**config.mk**
```make
export PLATFORM = sky130hd
export DESIGN_NAME = fifo_word_reader_flat
export DESIGN_NICKNAME = d
export VERILOG_FILES = /design/src/rtl/fifo_word_reader_pkg.sv /design/src/rtl/fifo_word_reader_if.sv /design/src/rtl/fifo_word_reader_idle_timer.sv /design/src/rtl/fifo_word_reader.sv /design/src/flat_wrapper.sv
export SDC_FILE = /design/constraint.sdc
export NUM_CORES = 1
export LEC_CHECK = 0
export CAP_MARGIN = 10
export CORE_ASPECT_RATIO = 0.7
export CORE_MARGIN = 2
export CORE_UTILIZATION = 43
export DETAILED_ROUTE_END_ITERATION = 12
export HOLD_SLACK_MARGIN = 0.12
export PLACE_DENSITY = 0.76
export SLEW_MARGIN = 25
export SYNTH_ARGS = -nofsm -noshare
export SYNTH_HDL_FRONTEND = slang
export SYNTH_SLANG_ARGS = --single-unit
```
**constraint.sdc**
```tcl
create_clock -name clk -period 1.3 [get_ports clk]
set_input_delay 0.26 -clock clk [delete_from_list [all_inputs] [get_ports clk]]
set_output_delay 0.26 -clock clk [all_outputs]
set_load 0.02 [all_outputs]
```
**src/rtl/fifo_word_reader_pkg.sv**
```systemverilog
`default_nettype none
// ============================================================================
// Package     : fifo_rd_pkg
// Description : Shared types and sizes for the FIFO read-side word packer.
//               BYTE_W     - width of one FIFO entry
//               WORD_BYTES - bytes packed per output word
//               CNT_W      - width of byte counters (holds 0..WORD_BYTES)
//               rd_state_e - packer state (FILL collects, HOLD presents)
// Revision    : 1.0 - initial release
// ============================================================================
package fifo_rd_pkg;

  localparam int BYTE_W     = 8;
  localparam int WORD_BYTES = 4;
  localparam int CNT_W      = 3;
  localparam int WORD_W     = BYTE_W * WORD_BYTES;

  typedef enum logic [0:0] {
    FILL = 1'b0,
    HOLD = 1'b1
  } rd_state_e;

endpackage
`default_nettype wire

```
**src/rtl/fifo_word_reader_if.sv**
```systemverilog
`default_nettype none
// ============================================================================
// Interface   : fifo_word_reader_if
// Description : Bundles the FIFO read port and the packed-word stream.
//   fifo_empty  FIFO empty flag            (into the packer)
//   fifo_dout   FIFO read data, 1-cycle latency after fifo_rd_en
//   fifo_rd_en  FIFO pop request           (from the packer)
//   out_data    packed word, first byte in [7:0]
//   out_cnt     valid bytes in out_data
//   out_valid   word available
//   out_ready   downstream accepts
// Modports    : master - the packer; slave - FIFO/downstream side.
// Revision    : 1.0 - initial release
// ============================================================================
interface fifo_word_reader_if;
  import fifo_rd_pkg::*;

  logic              fifo_empty;
  logic [BYTE_W-1:0] fifo_dout;
  logic              fifo_rd_en;
  logic [WORD_W-1:0] out_data;
  logic [CNT_W-1:0]  out_cnt;
  logic              out_valid;
  logic              out_ready;

  modport master (
    input  fifo_empty, fifo_dout, out_ready,
    output fifo_rd_en, out_data, out_cnt, out_valid
  );

  modport slave (
    output fifo_empty, fifo_dout, out_ready,
    input  fifo_rd_en, out_data, out_cnt, out_valid
  );

endinterface
`default_nettype wire

```
**src/rtl/fifo_word_reader_idle_timer.sv**
```systemverilog
`default_nettype none
// ============================================================================
// Module      : fifo_rd_idle_timer
// Description : Down-counter measuring consecutive idle cycles. Reloads to
//               TIMEOUT whenever count_i is low; expired_o pulses on the
//               TIMEOUT-th consecutive cycle with count_i high.
// Ports       : clk, rst (sync, active-high)
//               count_i   - idle condition for this cycle
//               expired_o - this cycle completes TIMEOUT idle cycles
// Revision    : 1.0 - initial release
// ============================================================================
module fifo_rd_idle_timer #(
  parameter int TIMEOUT = 16
) (
  input  logic clk,
  input  logic rst,
  input  logic count_i,
  output logic expired_o
);

  localparam int CW = $clog2(TIMEOUT + 1);

  logic [CW-1:0] remain_q;
  logic [CW-1:0] remain_d;

  always_comb begin
    remain_d = remain_q;
    if (!count_i) begin
      remain_d = CW'(TIMEOUT);
    end else if (remain_q > CW'(1)) begin
      remain_d = remain_q - CW'(1);
    end
  end

  // remain_q == 1 means this idle cycle is the last one allowed.
  assign expired_o = count_i && (remain_q == CW'(1));

  always_ff @(posedge clk) begin
    if (rst) begin
      remain_q <= CW'(TIMEOUT);
    end else begin
      remain_q <= remain_d;
    end
  end

endmodule
`default_nettype wire

```
**src/rtl/fifo_word_reader.sv**
```systemverilog
`default_nettype none
// ============================================================================
// Module      : fifo_word_reader
// Description : Read-side controller for the 8-bit FIFO. Pops bytes, packs
//               four of them little-endian into a 32-bit word and presents it
//               on a valid/ready stream.
// Ports       : clk     - single clock, rising edge
//               rst     - synchronous, active-high reset
//               rd_bus  - fifo_word_reader_if.master (FIFO read port and
//                         output word stream)
// Parameters  : TIMEOUT - idle cycles before a partial word is flushed
// Macro       : FIFO_RD_TIMEOUT_EN - enables partial-word flush after TIMEOUT
//               idle cycles; when undefined a partial word waits forever.
// Revision    : 1.0 - initial release
// ============================================================================
module fifo_word_reader
  import fifo_rd_pkg::*;
#(
  parameter int TIMEOUT = 16
) (
  input  logic                clk,
  input  logic                rst,
  fifo_word_reader_if.master  rd_bus
);

  rd_state_e         state_q, state_d;
  logic [CNT_W-1:0]  byte_cnt_q, byte_cnt_d;
  logic              inflight_q, inflight_d;
  logic [WORD_W-1:0] pack_q, pack_d;
  logic [CNT_W-1:0]  out_cnt_q, out_cnt_d;
  logic              pop_req;

`ifdef FIFO_RD_TIMEOUT_EN
  logic idle;
  logic idle_expired;

  // Idle: a partial word is parked, nothing in flight, nothing to read.
  // Any pop or state change breaks the idle run and reloads the timer.
  assign idle = (state_q == FILL) && (byte_cnt_q != '0) &&
                (byte_cnt_q < CNT_W'(WORD_BYTES)) && !inflight_q &&
                rd_bus.fifo_empty;

  fifo_rd_idle_timer #(
    .TIMEOUT (TIMEOUT)
  ) u_idle_timer (
    .clk       (clk),
    .rst       (rst),
    .count_i   (idle),
    .expired_o (idle_expired)
  );
`else
  // TIMEOUT only matters when partial-word flushing is built in.
  logic unused_timeout;
  assign unused_timeout = (TIMEOUT > 0);
`endif

  always_comb begin
    state_d    = state_q;
    byte_cnt_d = byte_cnt_q;
    inflight_d = 1'b0;
    pack_d     = pack_q;
    out_cnt_d  = out_cnt_q;
    pop_req    = 1'b0;

    case (state_q)
      FILL: begin
        // Captured plus in-flight bytes never exceed one word. Pops are
        // suppressed during reset so no byte is lost to the reset edge.
        pop_req = !rst && !rd_bus.fifo_empty &&
                  ((byte_cnt_q + CNT_W'(inflight_q)) < CNT_W'(WORD_BYTES));
        inflight_d = pop_req;

        if (inflight_q) begin
          for (int i = 0; i < WORD_BYTES; i++) begin
            if (byte_cnt_q == CNT_W'(i)) begin
              pack_d[i*BYTE_W +: BYTE_W] = rd_bus.fifo_dout;
            end
          end
          byte_cnt_d = byte_cnt_q + CNT_W'(1);
        end

        // Move to HOLD on the capture of the last byte so the word is
        // presented in the very next cycle. No pop can be pending here.
        if (byte_cnt_d == CNT_W'(WORD_BYTES)) begin
          state_d   = HOLD;
          out_cnt_d = CNT_W'(WORD_BYTES);
        end
`ifdef FIFO_RD_TIMEOUT_EN
        else if (idle_expired) begin
          state_d   = HOLD;
          out_cnt_d = byte_cnt_q;
        end
`endif
      end

      HOLD: begin
        if (rd_bus.out_ready) begin
          state_d    = FILL;
          pack_d     = '0;
          byte_cnt_d = '0;
          out_cnt_d  = '0;
        end
      end

      default: begin
        state_d = FILL;
      end
    endcase
  end

  always_ff @(posedge clk) begin
    if (rst) begin
      state_q    <= FILL;
      byte_cnt_q <= '0;
      inflight_q <= 1'b0;
      pack_q     <= '0;
      out_cnt_q  <= '0;
    end else begin
      state_q    <= state_d;
      byte_cnt_q <= byte_cnt_d;
      inflight_q <= inflight_d;
      pack_q     <= pack_d;
      out_cnt_q  <= out_cnt_d;
    end
  end

  assign rd_bus.fifo_rd_en = pop_req;
  assign rd_bus.out_data   = pack_q;
  assign rd_bus.out_cnt    = out_cnt_q;
  assign rd_bus.out_valid  = (state_q == HOLD);

endmodule
`default_nettype wire
```
**src/flat_wrapper.sv**
```systemverilog
// flat-port wrapper written by rule: the top's interface ports become plain ports
module fifo_word_reader_flat import fifo_rd_pkg::*;
#(
  parameter int TIMEOUT = 16
)
  (clk, rst, rd_bus_fifo_empty, rd_bus_fifo_dout, rd_bus_out_ready, rd_bus_fifo_rd_en, rd_bus_out_data, rd_bus_out_cnt, rd_bus_out_valid);
  fifo_word_reader_if rd_bus_i ();
  input  logic clk;
  input  logic rst;
  input wire logic [$bits(rd_bus_i.fifo_empty)-1:0] rd_bus_fifo_empty;
  input wire logic [$bits(rd_bus_i.fifo_dout)-1:0] rd_bus_fifo_dout;
  input wire logic [$bits(rd_bus_i.out_ready)-1:0] rd_bus_out_ready;
  output wire logic [$bits(rd_bus_i.fifo_rd_en)-1:0] rd_bus_fifo_rd_en;
  output wire logic [$bits(rd_bus_i.out_data)-1:0] rd_bus_out_data;
  output wire logic [$bits(rd_bus_i.out_cnt)-1:0] rd_bus_out_cnt;
  output wire logic [$bits(rd_bus_i.out_valid)-1:0] rd_bus_out_valid;
  assign rd_bus_i.fifo_empty = rd_bus_fifo_empty;
  assign rd_bus_i.fifo_dout = rd_bus_fifo_dout;
  assign rd_bus_i.out_ready = rd_bus_out_ready;
  assign rd_bus_fifo_rd_en = rd_bus_i.fifo_rd_en;
  assign rd_bus_out_data = rd_bus_i.out_data;
  assign rd_bus_out_cnt = rd_bus_i.out_cnt;
  assign rd_bus_out_valid = rd_bus_i.out_valid;
  fifo_word_reader #(.TIMEOUT(TIMEOUT)) u_core (.clk(clk), .rst(rst), .rd_bus(rd_bus_i));
endmodule
```
==> reports/metrics.cfg, run 1 <==
[die]
die_y_microns = 57.5
dieArea_sq_um = 4630
rows = 19
die_x_microns = 80.5
initial_core_util_pct = 44.9
io_pins = 49
coreArea_sq_um = 3920

[logic_synthesis]
netlist_area_sq_um = 1760
ys_seq_elements = 38
synth_top_area_cell = dfxtp_1
synth.most_common_cell = dfxtp_1
synthCells = 195
seq_area_frac_synth_pct = 43.2
yosys_most_used_dff = dfxtp_1
synth_edf_count = 0
synthTopCellsByArea = dfxtp_1 (43%), nand3_1 (9.4%), a21oi_2 (8.0%)
synth.distinct_cells = 29
avgSynthCellArea_sq_um = 9.03
synth_commonest_cells = dfxtp_1 (38), nand3_1 (33), nand2_1 (26)
synth_warnings = 0
async_reset_ff_share_pct = 0
synth_top_area_share_pct = 43.2

[clocking]
path_clk_slew_ns = 0.09
cts-root-buf = clkbuf_8
cts-htree-levels = 2
clock_path_buffers = 2
clock_latency_ns = 0.29
cts_tree = built
ctsHoldBuffers = 0
cts_made_buffers = 5
cts.sinks = 38

[timing]
period_needed_ns = 1.69
rsz0062_at_grt = yes
worst_slack_ns = -0.389
holdWs_ns = 0.468
final.period_utilization_pct = 130
hold_viol = 0
fmax_ghz = 0.592
finalSetupViolCount = 36
fin_skew_ns = 0.00632
slew_viol_final = 0

[layout]
n_fill_cell = 313
nets = 269
regArea_sq_um = 768
drive_above_1_share_pct = 36.9
area_delta_synth_final_pct = 52.2
antenna_cells = 0
multi_input_area_sq_um = 1050

[route]
routed_wl_microns = 5060
viasPerCell = 5.41
wire_per_inst_microns = 16.7
drc = 0
ant_nets = 0
drt_first_pass_iters = 4
drt_iter0_drc = 159
vias = 1646

[placed_design]
io_buffers = 46
hpwlAfterDp_microns = 3060
gp_congestion = 0.766

[power_and_ir_drop]
leakage_nw = 1.13
vdd_drop_max_uv = 674
power_density_nw_per_um2 = 1150
p_total_w = 0.00309

[grt]
track_usage_pct = 22.0
grt_overflow = 0
grt_pass1_wl_microns = 7620
grt_max_degree = 34
first_global_vias = 1529
antenna_found_initial = 0

[flow_run]
maxCapViolations = 0

[worst_setup_path]
worstPathRequired_ns = 1.04
r2r_slack_ns = -0.28
crit_path_start_kind = flop
endpoint_kind = output pin
cp_max_fo = 2
crit_type = flop to output pin
worstPathArrival_ns = 1.43

[status]
violations = setup timing
status = finished, violations left

[worst_hold_path]
holdCritPathClass = flop to flop

-- worst paths after layout --
path | start | end | cells after the start
setup / recovery | u_core.inflight_q | rd_bus_fifo_rd_en | 5
hold / removal | u_core.rd_bus.out_data[27] | u_core.rd_bus.out_data[27] | 2
setup reg to reg | u_core.byte_cnt_q[0] | u_core.rd_bus.out_data[3] | 9
hold reg to reg | u_core.rd_bus.out_data[27] | u_core.rd_bus.out_data[27] | 2
-- layout by cell type, fill, tap and decap left out, types with 3 or more instances in the layout --
cell type,count
nand2_2,13
clkdlybuf4s50_1,10
nand3_1,33
nand4bb_1,3
buf_4,12
o21ai_1,3
dlygate4sd2_1,31
buf_6,8
nand2_1,7
nand3b_1,10
ha_4,5
dfxtp_1,34
a21oi_2,22
dfxtp_2,3
nand2_4,7
a21oi_1,13
clkbuf_8,5
-- state kept, by name, summed over array words and instances (netlist names) --
name	count
u_core.rd_bus.out_valid	1
u_core.byte_cnt_q	3
u_core.inflight_q	1
u_core.rd_bus.out_data	32
u_core.rd_bus.out_cnt	1
-- power breakdown --
| group | switching, W | internal, W | leakage, nW |
|---|---|---|---|
| Clock | 0.000448 | 0.000692 | 0.0665 |
| Sequential | 0.0000370 | 0.00122 | 0.309 |
| Combinational | 0.000374 | 0.000321 | 0.759 |
| Total | 0.000860 | 0.00223 | 1.13 |
-- layer usage --
layer	routed length [microns]	vias up	GRT usage (%)
li1	-	787	-
met1	2200	789	32.0
met2	2380	64	33.1
met3	411	6	5.70
met4	76	0	4.60
met5	0	-	0
-- critical path, cell delays in order, from the launching register on --
cell,delay (ns)
dfxtp_2,0.37
ha_1,0.21
nand2_1,0.10
xnor2_2,0.16
nor4_4,0.13
buf_4,0.17
-- through the flow --
stage	util [%]	worst slack, ns	instance area (sq um)	cells	TNS [ns]
after floorplan	-	0.0142	1790	196	0
after global placement	58.2	-0.590	2280	290	-2.61
after detailed placement	58.2	-0.598	2280	290	-3.65
after CTS	64.4	-0.302	2520	301	-3.35
after global routing	68.3	-0.467	2680	304	-9.38
final	68.3	-0.389	2680	304	-7.69
-- cell families (layout without fill, tap and decap cells) --
family                   count (synthesis)  count (layout)  share of synthesized area, %
AO/OA/AOI/OAI                           41              41                          15.6
adder cells (fa/ha/maj)                  6               6                          4.26
buffers and inverters                   24              80                          9.52
other                                    1               2                         0.213
flip-flops                              38              38                          43.2
AND/OR/NAND/NOR                         84              84                          26.7
XOR/XNOR                                 1               1                         0.498
-- layout make-up --
type	count	area share, %
repair buffers	68	23.8
multi-input cells	134	39.1
inverters	4	1.12
flip-flops and latches	38	28.7
well taps	52	2.43
clock inverters	2	1.45
clock buffers	6	3.50
-- repair_timing --
action                     4_1_cts  5_1_grt
gates resized for setup         75       37
setup endpoints to repair       70       38
pin swaps                       19       19
buffers inserted                 3        4
Note: power is estimated with default switching activity, not from simulation.
==> run 2: changes to the inputs <==
Settings changed: CTS_CLUSTER_DIAMETER from default to 150, SLEW_MARGIN 25 to 5.
==> results of run 2 <==
Same layout as run 1: the final DEF is identical, and so are final timing and power.
==> run 3: changes to the inputs <==
Settings changed: PLACE_DENSITY 0.76 to 0.82.
==> reports/metrics.cfg, run 3 (synthesis results as in run 1) <==
[clocking]
cts_tree = built
cts_made_buffers = 5
clock_latency_ns = 0.29
cts.sinks = 38
cts-root-buf = clkbuf_8
path_clk_slew_ns = 0.08
cts-htree-levels = 2
clock_path_buffers = 2

[timing]
fin_skew_ns = 0.00536
hold_viol = 0
finalSetupViolCount = 36
fmax_ghz = 0.645
final.period_utilization_pct = 119
holdWs_ns = 0.472
slew_viol_final = 0
rsz0062_at_grt = yes
worst_slack_ns = -0.250
period_needed_ns = 1.55

[worst_setup_path]
crit_type = flop to output pin
worstPathArrival_ns = 1.29
worstPathRequired_ns = 1.04
endpoint_kind = output pin
cp_max_fo = 2
reg2reg_depth = 7
crit_path_start_kind = flop

[grt]
grt_overflow = 0
first_global_vias = 1531
grt_max_degree = 33
grt_pass1_wl_microns = 7700
track_usage_pct = 21.6
antenna_found_initial = 0

[power_and_ir_drop]
vdd_drop_max_uv = 770
p_total_w = 0.00289
power_density_nw_per_um2 = 1060
leakage_nw = 1.07

[worst_hold_path]
holdCritPathClass = flop to flop
hold_depth = 2

[placed_design]
gp_congestion = 0.767
post-place-cells = 291
io_buffers = 46
hpwlAfterDp_microns = 3190

[status]
status = finished, violations left
violations = setup timing

[layout]
final_cell_mix = dfxtp_1 (33), dlygate4sd2_1 (30), nand3_1 (25), a21oi_2 (25), nand2_2 (16)
antenna_cells = 0
drive_above_1_share_pct = 42.8
final_cells = 302
regArea_sq_um = 769
final_common_cell = dfxtp_1
multi_input_area_sq_um = 1110
nets = 267
n_fill_cell = 302
area_delta_synth_final_pct = 54.4
largest_reg_flops = 32

[route]
drc = 0
wire_per_inst_microns = 17.0
drt_first_pass_iters = 5
routed_wl_microns = 5150
vias = 1671
drt_iter0_drc = 141
ant_nets = 0
viasPerCell = 5.53

[die]
die_y_microns = 57.5
rows = 19
io_pins = 49
die_x_microns = 80.5
dieArea_sq_um = 4630
coreArea_sq_um = 3920
initial_core_util_pct = 44.9

[flow_run]
maxCapViolations = 0

## run 3: path summary, 6_finish.rpt
| path | from | endpoint | slack [ns] |
|---|---|---|---|
| worst max-delay path | u_core.inflight_q | rd_bus_fifo_rd_en | -0.25 |
| worst min-delay path | u_core.rd_bus.out_data[27] | u_core.rd_bus.out_data[27] | 0.47 |
| worst max register to register | u_core.byte_cnt_q[0] | u_core.rd_bus.out_data[10] | -0.09 |
| worst min register to register | u_core.rd_bus.out_data[27] | u_core.rd_bus.out_data[27] | 0.47 |
## run 3: power by group
| part | switching (W) | internal (W) | total, W |
|---|---|---|---|
| clock network | 0.000413 | 0.000536 | 0.000949 |
| registers | 0.0000378 | 0.00122 | 0.00125 |
| logic | 0.000372 | 0.000312 | 0.000684 |
| total | 0.000822 | 0.00206 | 0.00289 |
## run 3: repair_timing
action / CTS / global route
hold buffers: 0 / 0
pin swaps: 32 / 17
gates resized for setup: 89 / 40
buffers inserted: 3 / 1
setup endpoints to repair: 70 / 39
gates cloned: 0 / 2
## run 3: area by class of cell
cell class / instances / area share [%]
Multi-Input combinational cell: 134 / 40.7
Clock buffer: 8 / 4.05
Tap cell: 52 / 2.39
Timing Repair Buffer: 66 / 23.6
Inverter: 4 / 0.920
Sequential cell: 38 / 28.3
## run 3: metal layers
metal / GRT usage, % / share of wire [%] / vias to the layer above
met1: 31.2 / 45 / 814
met5: 0 / 0 / -
li1: - / - / 784
met4: 5.08 / 1.3 / 0
met2: 33.1 / 48 / 63
met3: 4.91 / 6.3 / 10
## run 3: metrics by stage
step	area (sq um)	TNS [ns]	worst slack [ns]	utilization [%]
after floorplan	1790	0	0.0142	-
after global placement	2290	-1.99	-0.576	58.4
after detailed placement	2290	-3.07	-0.581	58.4
after CTS	2570	-3.58	-0.255	65.6
after global routing	2720	-3.42	-0.319	69.3
final	2720	-1.73	-0.250	69.3
## run 3: critical path, cell delays in order (launching register included)
cell,delay [ns]
dfxtp_2,0.36
ha_4,0.13
nand2_2,0.06
xnor2_2,0.15
nor4_4,0.13
buf_4,0.17
